## src/rtl/pila_retorno.sv

```systemverilog
// Return-address stack: LIFO of {intr_flag, z, addr} frames with zero-latency top read and sticky error FSM.
// Optional high-water-mark output when PILA_HWM_EN is defined.
module pila_retorno #(
    parameter int AW    = 10,
    parameter int DEPTH = 16,
    parameter int PW    = $clog2(DEPTH) + 1
) (
    input  logic          clk,
    input  logic          reset,
    input  logic          push,
    input  logic          pop,
    input  logic          intr_entry,
    input  logic          s_return_intr,
    input  logic [AW-1:0] ret_addr_in,
    input  logic          z_in,
    input  logic          clr_err,
    output logic [AW-1:0] top_addr,
    output logic          z_restore,
    output logic          z_saved,
    output logic          empty,
    output logic          full,
    output logic          overflow,
    output logic          underflow,
    output logic [PW-1:0] sp,
`ifdef PILA_HWM_EN
    output logic [PW-1:0] hwm,
`endif
    output logic [1:0]    err_state
);

    localparam int IW = PW - 1;

    // Encoding chosen so bit 0 is the overflow flag and bit 1 the underflow flag.
    typedef enum logic [1:0] {
        ST_OK   = 2'b00,
        ST_OVF  = 2'b01,
        ST_UNF  = 2'b10,
        ST_BOTH = 2'b11
    } err_state_e;

    logic [AW-1:0] addr_mem [DEPTH];
    logic          intr_mem [DEPTH];
    logic          z_mem    [DEPTH];

    logic [PW-1:0] sp_q, sp_next;
    err_state_e    state_q, state_next;

    logic          replace, push_eff, pop_eff, ovf_evt, unf_evt, wr_en;
    logic [IW-1:0] top_idx, wr_idx;
    logic          ovf_next, unf_next;

    assign empty   = (sp_q == '0);
    assign full    = (sp_q == PW'(DEPTH));
    assign top_idx = IW'(sp_q - PW'(1));

    // Push+pop on a non-empty stack rewrites the top frame; on an empty stack it is a plain push.
    assign replace  = push & pop & ~empty;
    assign push_eff = push & (~pop | empty) & ~full;
    assign pop_eff  = pop & ~push & ~empty;
    assign ovf_evt  = push & ~pop & full;
    assign unf_evt  = pop & ~push & empty;
    assign wr_en    = replace | push_eff;
    assign wr_idx   = replace ? top_idx : sp_q[IW-1:0];

    always_comb begin
        sp_next = sp_q;
        if (push_eff)
            sp_next = sp_q + PW'(1);
        else if (pop_eff)
            sp_next = sp_q - PW'(1);
    end

    always_ff @(posedge clk or negedge reset) begin
        if (!reset)
            sp_q <= '0;
        else
            sp_q <= sp_next;
    end

    // Frame storage is never cleared; a low reset at the edge blocks the write.
    always_ff @(posedge clk) begin
        if (reset && wr_en) begin
            addr_mem[wr_idx] <= ret_addr_in;
            intr_mem[wr_idx] <= intr_entry;
            z_mem[wr_idx]    <= intr_entry & z_in;
        end
    end

    always_comb begin
        ovf_next   = ovf_evt | (state_q[0] & ~clr_err);
        unf_next   = unf_evt | (state_q[1] & ~clr_err);
        state_next = ST_OK;
        case ({unf_next, ovf_next})
            2'b01:   state_next = ST_OVF;
            2'b10:   state_next = ST_UNF;
            2'b11:   state_next = ST_BOTH;
            default: state_next = ST_OK;
        endcase
    end

    always_ff @(posedge clk or negedge reset) begin
        if (!reset)
            state_q <= ST_OK;
        else
            state_q <= state_next;
    end

    assign overflow  = (state_q == ST_OVF) || (state_q == ST_BOTH);
    assign underflow = (state_q == ST_UNF) || (state_q == ST_BOTH);
    assign err_state = state_q;
    assign sp        = sp_q;

    assign top_addr  = empty ? '0 : addr_mem[top_idx];
    assign z_saved   = empty ? 1'b0 : z_mem[top_idx];
    assign z_restore = pop & s_return_intr & ~empty & intr_mem[top_idx];

`ifdef PILA_HWM_EN
    logic [PW-1:0] hwm_q;

    always_ff @(posedge clk or negedge reset) begin
        if (!reset)
            hwm_q <= '0;
        else if (clr_err)
            hwm_q <= sp_q;
        else if (sp_next > hwm_q)
            hwm_q <= sp_next;
    end

    assign hwm = hwm_q;
`endif

endmodule
```

## config.mk

```make
export PLATFORM = sky130hd
export DESIGN_NAME = pila_retorno
export DESIGN_NICKNAME = d
export VERILOG_FILES = /design/src/rtl/pila_retorno.sv
export SDC_FILE = /design/constraint.sdc
export NUM_CORES = 1
export LEC_CHECK = 0
export ABC_AREA = 1
export CORE_AREA = 2 2 134 136
export CTS_CLUSTER_DIAMETER = 50
export CTS_CLUSTER_SIZE = 16
export DETAILED_ROUTE_END_ITERATION = 6
export DIE_AREA = 0 0 136 138
export PLACE_DENSITY = 0.75
export SKIP_LAST_GASP = 1
export SLEW_MARGIN = 20
export SYNTH_ARGS = -nofsm -noshare
export SYNTH_HDL_FRONTEND = slang
export SYNTH_SLANG_ARGS = --single-unit
```

## constraint.sdc

```tcl
create_clock -name clk -period 5.9 [get_ports clk]
set_input_delay 1.18 -clock clk [delete_from_list [all_inputs] [get_ports clk]]
set_output_delay 1.18 -clock clk [all_outputs]
set_load 0.03 [all_outputs]
```

After elaboration in Yosys (flattened, before gate mapping)
Memories as Yosys holds them, arrays and structs flattened. Cells that the tools add are included.

Register bits after elaboration: 7. RAM bits: 192. Input port bits: 18. Memories: 3.

$add $sub $neg: 2. Equality and inequality tests: 7. Mux-type cells: 8. Bitwise gates (word level): 24. Reduce and logical (&&, ||, !) cells: 5.

Memories: addr_mem (depth 16, bits a word 10, read ports 1, clocked after memory_dff 0, write ports 1, RTL line 41) `logic [AW-1:0] addr_mem [DEPTH];`; intr_mem (depth 16, bits a word 1, read ports 1, clocked after memory_dff 0, write ports 1, RTL line 42) `logic intr_mem [DEPTH];`; z_mem (depth 16, bits a word 1, read ports 1, clocked after memory_dff 0, write ports 1, RTL line 43) `logic z_mem [DEPTH];`.

Operator list (number): $and A1 B1 Y1 (15); $mux W10 (1); $mux W5 (2); $eq A2 B2 Y1 const B (4); $pmux W2 S3 (1); $add A5 B1 Y5 const B (1); $eq A5 B5 Y1 const B (1); $logic_not A5 Y1 (1); $not A1 Y1 (5); $sub A5 B1 Y5 const B (1); $eq A2 B1 Y1 const B (2); $mux W4 (1); $or A1 B1 Y1 (4); $mux W1 (3); $logic_or A1 B1 Y1 (2); $reduce_bool A2 Y1 (1); $logic_and A1 B1 Y1 (1).

Logic depth before layout (Yosys ltp)
Gate-level depths: netlist of the first run.

Word-level depth: 8. Mapped depth: 14. Gate-level depth less buffers: 10.

Worst setup path before layout of the first run
No wires, ideal clock.

Path kind: register -> output. Start point: reg sp_q[0] (netlist: sp[0]). End point: out z_restore. Data arrival time: 2.529 ns. Slack: 2.191 ns. Stages on the path, launching flop included: 15. Path buffers: 6. Path through: dfrtp_1 > inv_1 > buf_4 > buf_4 > buf_4 > ha_1 > buf_4 > inv_1 > buf_4 > buf_2 > nand3_1 > nand3_1 > nand3_1 > nand3_1 > nor2_1.

Word-level cells in the longest chain between the ends: 4. Elaborated cells on any way between the ends: 6. Those cells by class: add/sub (1); bitwise (3); reduce/logical (1); memory (1).

Ends and longest elaborated chain: start: declaration (RTL line 45) `logic [PW-1:0] sp_q, sp_next;`; start signal: assignment (RTL line 77) `sp_q <= sp_next;`; parallel branches: the longest is 3 deep, another holds $sub A5 B1 Y5; $and A1 B1 Y1 * (RTL line 115) `assign z_restore = pop & s_return_intr & ~empty & intr_mem[top_idx];`; end: declaration (RTL line 18) `output logic z_restore,`.

Every way passes the cells marked *.

Worst setup path in the final report of the first run
Start point: reg sp_q[0] (netlist: sp[0]). End point: out z_saved.

Word-level cells in the longest chain between the ends: 3. Elaborated cells on any way between the ends: 4. Those cells by class: add/sub (1); mux (1); reduce/logical (1); memory (1).

Ends and longest elaborated chain: $sub A5 B1 Y5; $mem_v2 Z16 W1; $mux W1 * (RTL line 114) `assign z_saved = empty ? 1'b0 : z_mem[top_idx];`; end: declaration (RTL line 19) `output logic z_saved,`.

Mark *: on every way between the ends. The rest lies on a longest branch, timed or not.

==> summary.md, run 1 <==
| Metric | Value |
|---|---|
| Run status | `finished clean` |
| Slew Limit Headroom | `0.265` |
| RSZ-0062 raised after global routing | `no` |
| F_max | `189 MHz` |
| Post-CTS Setup Repair Bufs | `0` |
| Post-synth cell types | `29` |
| Worst Setup Path Type | `register to output port` |
| Final Hold Fails | `0` |
| Synth warn | `0` |
| Syn Area/Cell | `11.4 um2` |
| Vias/cell | `5.59` |
| Internal Power | `3.18 mW` |
| DR WL met3 | `1780 um` |
| Core ar. | `17500 um2` |
| Total power | `5.69 mW` |
| CTS Buf Count | `17` |
| Synth Instances | `744` |
| Clock skew | `0.00746 ns` |
| Min cycle time layout | `5.30 ns` |
| Port buffer count | `40` |
| Layout cell share with drive strength beyond 1 | `0.0885` |
| Fin util | `0.550` |
| Worst setup EP type | `output port` |
| WL per Instance | `19.8 um` |
| Worst Hold Class | `register to register` |
| Pin count of the biggest net entering global routing | `101` |
| Final setup viols | `0` |
| Top sig layer | `met4` |
| Die ar. | `18800 um2` |
| Post-DRT Antenna Nets | `0` |
| Mapped Area | `8460 um2` |
| # hold bufs at CTS | `0` |
| Final HPWL DP | `11900 um` |
| Critical Path RT | `4.72 ns` |
| Area share of the largest cell type after synthesis | `0.682` |
| Cell leakage power | `3.53 nW` |
| Die Ht | `138 um` |
| Max Root-Sink Buffers | `2` |
| Power Density | `591 nW/um2` |
| H-tree depth | `4` |
| CTS resizes | `0` |
| Clock-pin slew on the worst setup and hold paths | `0.07 ns` |
| Post-synth net total | `764` |
| Final nets | `800` |
| Sw Share | `0.441` |
| FP Rows | `49` |
| Worst skew pair latency | `0.44 ns` |
| Wire length on met2 | `9880 um` |
| Seq pwr share | `0.308` |
| Final max-slew violation count | `0` |
| Synth Register Bits | `199` |
| Startpoint Class | `register` |
| Synth Flop Type | `edfxtp_1` |
| Setup_tns | `0 ns` |
| Met1 WL | `8160 um` |
| Post-synth ARST share | `0.0352` |
| Seq/Total Area, Yosys | `0.702` |
| Max Cap Viol | `0` |
| WL final | `20200 um` |
| Fillers | `1478` |
| Clock sink count | `199` |
| Count leader, synth | `nand2_1` |
| Initial Util | `0.482` |
| Iter 0 DRT Violations | `754` |
| Die X | `136 um` |
| Leading area contributor after synthesis | `edfxtp_1` |
| Clock root cell | `clkbuf_16` |
| Gate power share | `0.487` |
| Critical path data arrival time | `4.12 ns` |
| Slew @ Worst Pin | `1.10 ns` |
| Sw Pwr | `2.51 mW` |
| CTS tree | `built` |
| Crit-path max FO | `100` |
| Period utilisation layout | `0.898` |
| DRC viols | `0` |
| Via Count | `5697` |
| Synth cell count leaders | `236 x nand2_1, 192 x edfxtp_1, 144 x nand3_1` |
| Vias in the first global route | `5362` |
| Area growth syn-to-layout | `14.0%` |
| Boundary Pins | `41` |
| GRT Total Usage | `0.222` |
| Area contributors post-synth | `edfxtp_1 68%, nand2_1 10%, nand3_1 8.5%` |
| Antenna cells | `0` |
| Drt first pass iters | `5` |
| Grt total ovfl | `0` |
| Clock Power Share | `0.205` |
| Peak supply drop | `0.000673 V` |
| Number of enable flip-flop cells after synthesis | `192` |
| First-pass GRT wire length | `30800 um` |
| Antenna violations before repair | `0` |
| Routability congestion estimate | `0.832` |
## layer usage
| layer | track usage | vias to the layer above |
|---|---|---|
| met2 | 0.347 | 255 |
| met1 | 0.306 | 2754 |
| met3 | 0.0598 | 33 |
| met5 | 0 | - |
| li1 | - | 2655 |
| met4 | 0.0674 | 0 |
## registers in the layout, indices dropped and copies added, names as in the netlist
name,count
addr_mem,160
intr_mem,16
z_mem,16
sp,5
err_state,2
## stage by stage
stage               worst slack (ns)  std cells  hold WS, ns  area [um2]
floorplan                       2.19        744        0.669        8460
global route                   0.462       1020        0.613        9640
finish                         0.602       1020        0.574        9640
detailed placement              1.16        990        0.574        9060
global placement                1.19        990        0.566        9060
CTS                            0.688       1020        0.583        9640
## cells by family (layout without fill, tap and decap cells)
| logic type | after synthesis | in the layout | synth area share |
|---|---|---|---|
| and+or+nand+nor | 429 | 429 | 0.218 |
| AOI/OAI and AO/OA | 45 | 45 | 0.0281 |
| DFF | 199 | 199 | 0.702 |
| adders and majority gates | 2 | 2 | 0.00296 |
| xor gates and xnor gates | 5 | 5 | 0.00962 |
| buffers and inverters | 64 | 111 | 0.0386 |
## critical path: stages, from the launching register on
cell and delay (ns):
dfrtp_4 0.68, inv_2 0.13, buf_4 0.78, nand3_1 0.19
nand2_2 0.37, inv_2 0.24, nand3_1 0.16, o21ai_0 0.19
nor2_1 0.13, clkdlybuf4s50_1 0.67
## worst paths after layout
kind | startpoint | endpoint | slack [ns] | depth (start not counted)
min in group asynchronous | reset | sp[2] | 1.02 | 1
hold / removal | err_state[1] | err_state[1] | 0.57 | 2
max in group asynchronous | reset | sp[0] | 4.58 | 1
setup reg to reg | sp[0] | intr_mem[14] | 2.16 | 11
hold reg to reg | err_state[1] | err_state[1] | 0.57 | 2
setup / recovery | sp[0] | z_saved | 0.60 | 9
## layout by cell type (no fill, tap or decap), types with 2 or more instances in the layout
cell type        count
inv_2                4
nand2_1            236
clkbuf_1             2
o21ai_0              8
xor2_1               3
nand3_1            144
a21oi_1             24
dfrtp_1              6
o21ai_1              9
clkbuf_16           17
clkinv_2             3
inv_1               16
inv_6                3
nand2_2              7
edfxtp_1           192
nor2_1              37
buf_4               21
clkdlybuf4s50_1     40
bufinv_16            3
## layout make-up
class	count	area [um2]	area share
tap	229	287	0.0297
sequential	199	5940	0.617
multi-input combinational	481	2190	0.227
clock inverter	11	148	0.0153
timing repair buffer	61	558	0.0579
clock buffer	19	433	0.0449
inverter	20	75.1	0.00779
## power by group through the flow
stage	combinational, mW	clock, mW	sequential, mW
after floorplan	1.91	0	1.75
after global placement	2.71	0	1.78
after detailed placement	2.74	0	1.79
after CTS	2.75	1.17	1.76
after global routing	3.01	1.23	1.77
final	2.77	1.17	1.76
Power figures use the tool's default switching activity.
==> inputs of run 2 (changes only) <==
--- a/config.mk
+++ b/config.mk
@@ -6,11 +6,11 @@
 export NUM_CORES = 1
 export LEC_CHECK = 0
 export ABC_AREA = 1
-export CORE_AREA = 2 2 134 136
+export CORE_AREA = 8 8 140 142
 export CTS_CLUSTER_DIAMETER = 50
 export CTS_CLUSTER_SIZE = 16
 export DETAILED_ROUTE_END_ITERATION = 6
-export DIE_AREA = 0 0 136 138
+export DIE_AREA = 0 0 148 150
 export PLACE_DENSITY = 0.75
 export SKIP_LAST_GASP = 1
 export SLEW_MARGIN = 20
==> run 2 against run 1 <==
Routed wire length down 0.19%. Maximum frequency up 12%. Total power about the same. Global-route usage down 3.7 points. Clock-buffer cell count down 2. Clock skew down 0.0017 ns. Worst hold slack worse by 0.0084 ns. Via count down 1.4%. Setup slack better by 0.55 ns. Critical path depth unchanged. Clock power down 5%. Register-to-register slack better by 0.45 ns. Largest power group unchanged.
==> summary.md, run 2 (synthesized netlist as in run 1, its figures left out) <==
| Metric | Value |
|---|---|
| Peak supply drop | `0.000670 V` |
| Final HPWL DP | `12900 um` |
| Grt total ovfl | `0` |
| Initial Util | `0.482` |
| RSZ-0062 raised after global routing | `no` |
| Cell leakage power | `3.50 nW` |
| Area growth syn-to-layout | `13.5%` |
| Power Density | `593 nW/um2` |
| CTS resizes | `0` |
| Worst reg2reg setup slack | `2.61 ns` |
| Die X | `148 um` |
| Commonest non-fill, non-tap cells in the layout | `236 x nand2_1, 192 x edfxtp_1, 144 x nand3_1` |
| RR Startpoint | `sp[0]` |
| Vias in the first global route | `5338` |
| Antenna cells | `0` |
| FP Rows | `49` |
| Slew Limit Headroom | `0.250` |
| Reg with most FFs | `addr_mem` |
| Wire length on met2 | `9420 um` |
| Run status | `finished clean` |
| Min cycle time layout | `4.75 ns` |
| WL final | `20200 um` |
| H-tree depth | `4` |
| F_max | `210 MHz` |
| WL per Instance | `19.8 um` |
| Worst Setup Path Type | `register to output port` |
| Routability congestion estimate | `0.890` |
| Die Ht | `150 um` |
| Post-CTS Setup Repair Bufs | `0` |
| GRT Total Usage | `0.185` |
| Worst skew pair latency | `0.43 ns` |
| Placed cell areas | `9040 um2` |
| Boundary Pins | `41` |
| Met1 WL | `8270 um` |
| RR Endpoint | `addr_mem[10][2]` |
| Fin area | `9600 um2` |
| Clock root cell | `clkbuf_16` |
| Clock skew | `0.00573 ns` |
| CTS tree | `built` |
| Top sig layer | `met5` |
| Crit-path max FO | `100` |
| Slew @ Worst Pin | `1.13 ns` |
| Drt first pass iters | `5` |
| Largest registers | `addr_mem (160), intr_mem (16), z_mem (16)` |
| Clock-pin slew on the worst setup and hold paths | `0.07 ns` |
| CTS Buf Count | `17` |
| Worst setup EP type | `output port` |
| Post-DRT Antenna Nets | `0` |
| Max Cap Viol | `0` |
| Critical path data arrival time | `3.57 ns` |
| Fin util | `0.547` |
| Max Root-Sink Buffers | `2` |
| Startpoint Class | `register` |
| Via Count | `5617` |
| Final setup viols | `0` |
| CP Capture Point | `top_addr[9]` |
| Fin cells | `1017` |
| Final Hold Fails | `0` |
| Layout cell share with drive strength beyond 1 | `0.0901` |
| Final max-slew violation count | `0` |
| R2R cell count | `11` |
| Critical Path RT | `4.72 ns` |
| DRC viols | `0` |
| Pin count of the biggest net entering global routing | `103` |
| Die ar. | `22200 um2` |
| Worst Hold Class | `register to register` |
| Antenna violations before repair | `1` |
| Setup_tns | `0 ns` |
| Port buffer count | `40` |
| Vias/cell | `5.52` |
| Placed cells | `987` |
| Clock sink count | `199` |
| First-pass GRT wire length | `30900 um` |
| Crit path launch | `sp[0]` |
| # hold bufs at CTS | `0` |
| Iter 0 DRT Violations | `610` |
| Period utilisation layout | `0.805` |
| Core ar. | `17500 um2` |
| DR WL met3 | `2090 um` |
| Commonest non-fill, non-tap cell in the layout | `nand2_1` |
| Final nets | `797` |
| Max reg flops | `160` |
run 2: layout make-up:
type / count / area, um2
Clock buffer: 17 / 425
Clock inverter: 13 / 134
Sequential cell: 199 / 5940
Fill cell: 1458 / 7940
Tap cell: 229 / 287
Timing Repair Buffer: 58 / 536
Multi-Input combinational cell: 481 / 2200
Inverter: 20 / 75.1
run 2: stage by stage:
step	worst slack [ns]	total power, mW	hold WS (ns)
final	1.15	5.69	0.565
after global routing	0.954	5.98	0.586
after CTS	1.10	5.67	0.574
after detailed placement	1.59	4.57	0.564
after global placement	1.64	4.54	0.550
after floorplan	2.19	3.66	0.669
run 2: metal layers:
metal	global-route usage	up-vias
li1	-	2645
met1	0.238	2661
met2	0.284	275
met3	0.0671	34
met4	0.0668	2
met5	0	-
run 2: worst max-delay path: stages, from the launching register on:
cell	delay (ns)
dfrtp_4	0.48
inv_2	0.07
buf_4	0.76
nand3_1	0.20
nand2_2	0.36
inv_2	0.19
nand3_1	0.13
o21ai_0	0.12
nor2_1	0.13
clkdlybuf4s50_1	0.69
run 2: how the worst min path moves through the flow:
stage,startpoint,to,slack [ns],cells after the start
2_1_floorplan,err_state[1],err_state[1],0.67,2
3_3_place_gp,err_state[1],err_state[1],0.55,2
3_5_place_dp,err_state[1],err_state[1],0.56,2
4_1_cts,err_state[1],err_state[1],0.57,2
5_1_grt,err_state[1],err_state[1],0.59,2
6_report,err_state[1],err_state[1],0.57,2
run 2: power breakdown:
part           switching, mW  leakage, nW  internal (mW)
logic                   2.00         1.41          0.871
registers             0.0619         1.82           1.65
clock network          0.495        0.276          0.618
==> patch, RTL diff (settings of run 1) <==
Set the parameter `AW` to 9 (it was 10).
--- a/src/rtl/pila_retorno.sv
+++ b/src/rtl/pila_retorno.sv
@@ -1,7 +1,7 @@
 // Return-address stack: LIFO of {intr_flag, z, addr} frames with zero-latency top read and sticky error FSM.
 // Optional high-water-mark output when PILA_HWM_EN is defined.
 module pila_retorno #(
-    parameter int AW    = 10,
+    parameter int AW    = 9,
     parameter int DEPTH = 16,
     parameter int PW    = $clog2(DEPTH) + 1
 ) (
Interface: changed (resized ret_addr_in and top_addr); port bits go from 41 to 39. No check against the original RTL was run, so the function may have changed too.
==> patch against run 1 <==
- final area is 7.5% lower
- total power is 8.2% lower
- combinational power is 6% lower
- first-iteration DRC count is 11% lower
- sequential power is 9.7% lower
- sequential cell count is 16 lower
- die area stayed put
- area after synthesis is 6.5% lower
- setup slack better by 0.99 ns
- core utilization is 4.1 points lower
- wire length is 13% lower
- critical path type unchanged
- critical endpoint is now top_addr[8]
- largest power group unchanged
==> patch: results (changes against run 1) <==
synth:
  synth-compound-area-share_pct: 2.98  # +0.16 points
  yosys-mux-area-fraction_pct: 0  # unchanged
  ys_types: 27  # -6.9%
  ys.flop_type: "edfxtp_1"
  synth-edff-count: 176  # -8.3%
  synth_warnings: 0  # unchanged
  yosys-top-cells-area: "edfxtp_1 (67%), nand2_1 (11%), nand3_1 (8.7%)"
  ys_seq_area_share_pct: 69.1  # -1.2 points
  synth_xor_area_share_pct: 0.744  # -0.22 points
  synthesis.nets: 731  # -4.3%
  synthAdderAreaFrac_pct: 0.317  # +0.021 points
  async_flop_share_pct: 3.83  # +0.31 points
  syn_area_per_cell_sq_um: 11.1  # -2.3%
  synthTopCellsByCount: "nand2_1 (237), edfxtp_1 (176), nand3_1 (137)"
drt:
  drt_iter0_drc: 672  # -11%
  first_pass_iters: 7  # +2
  vias: 5319  # -6.6%
  drt-total-wl_mm: 17.6  # -13%
cts:
  clkLatencyLatePin_ns: 0.43
  htreeDepth: 4  # unchanged
  post_cts_buffers: 0  # unchanged
  cts_max_path_buffers: 2  # unchanged
  clk_pin_slew_worst_paths_ns: 0.07  # about the same
  ctsResizeCount: 0  # unchanged
  cts_buffers: 17  # unchanged
  cts_root_buf: "clkbuf_16"
placed_design:
  io_buffers: 38  # -5.0%
  post-dp-hpwl_mm: 10.7  # -11%
  dp_cells: 944  # -4.6%
  dp_slack_ns: 2.01  # +0.850 ns
  gp_congestion: 0.892  # +7.1%
  placed_cell_area_sq_um: 8380  # -7.5%
global_routing:
  grt_pass1_wl_mm: 27.5  # -11%
  grt_pass1_vias: 4952  # -7.6%
  grt.total_usage_pct: 19.7  # -2.5 points
  antenna_found_initial: 0  # unchanged
  grt_start_max_net_pins: 95  # -5.9%
layout:
  diodes: 0  # unchanged
  reg_top3: "addr_mem: 144 flops, intr_mem: 16 flops, z_mem: 16 flops"
  fin_cells: 974  # -4.5%
  fill_cells: 1511  # +2.2%
  layout.nets: 753  # -5.9%
  layout-drive-gt1-share_pct: 11.1  # +2.3 points
sta:
  finClkSkew_ns: 0.00938  # +0.00193 ns
  relSlewSlack_pct: 28.0  # +1.5 points
run_status:
  status: "completed"
power:
  peakVddDrop_mv: 0.596  # -11%
  leakage_nw: 3.21  # -9.1%
worst_setup_path:
  crit_fanout: 35  # -65%
  critPathArrivalTime_ns: 3.13  # -0.99 ns
hold_path:
  hp-class: "register to register"
## patch: changes by cell type after synthesis, sizes merged, moves of 3 or more
| cell | before | now |
|---|---|---|
| nor2 | 39 | 42 |
| nand3 | 146 | 139 |
| inv | 20 | 15 |
| buf | 35 | 30 |
| edfxtp | 192 | 176 |
## patch: per-layer routing
metal	global-route usage, %	wire length [um]	share of wire [%]	up-vias
met3	4.14	1430	8.1	45
li1	-	-	-	2504
met1	27.2	7260	41	2522
met2	29.5	8310	47	248
met4	10.1	618	3.5	0
met5	0	0	0	-
## patch: final cells by class
| class | count | area, sq um | area share (%) |
|---|---|---|---|
| clock buffer | 20 | 437 | 4.90 |
| multi-input combinational | 472 | 2180 | 24.4 |
| inverter | 16 | 60.1 | 0.673 |
| tap | 229 | 287 | 3.21 |
| timing repair buffer | 44 | 398 | 4.46 |
| sequential | 183 | 5460 | 61.2 |
| clock inverter | 10 | 97.6 | 1.09 |
## patch: final timing paths
path | startpoint | endpoint | slack, ns | cells past startpoint
worst max register to register | sp[1] | addr_mem[8][6] | 2.34 | 8
min in group asynchronous | reset | err_state[0] | 1.05 | 1
max in group asynchronous | reset | sp[0] | 4.53 | 1
worst min-delay path | err_state[1] | err_state[1] | 0.55 | 2
worst min register to register | err_state[1] | err_state[1] | 0.55 | 2
worst max-delay path | sp[1] | top_addr[8] | 1.59 | 9
## patch: cells by family after synthesis
logic type | after synthesis
simple gates | 425
flops | 183
buf+inv | 57
compound gates | 40
xor+xnor | 5
fa+ha+maj | 2
## patch: per-stage QoR
step,hold WS (ns),util [%]
after global routing,0.590,50.9
after global placement,0.533,47.7
after CTS,0.550,50.8
after floorplan,0.663,-
after detailed placement,0.539,47.8
final,0.551,50.9
## patch: power breakdown
group          internal [mW]  switching, mW
registers               1.53         0.0588
logic                  0.776           1.82
clock network          0.580          0.468
total                   2.88           2.35
## patch: worst max-delay path: stages (launching register included)
cell,delay (ns)
dfrtp_1,0.46
inv_1,0.10
ha_2,0.34
clkinv_1,0.75
nand3_1,0.35
nand3_1,0.12
nand3_1,0.12
o21ai_1,0.12
nor2_1,0.15
buf_4,0.19
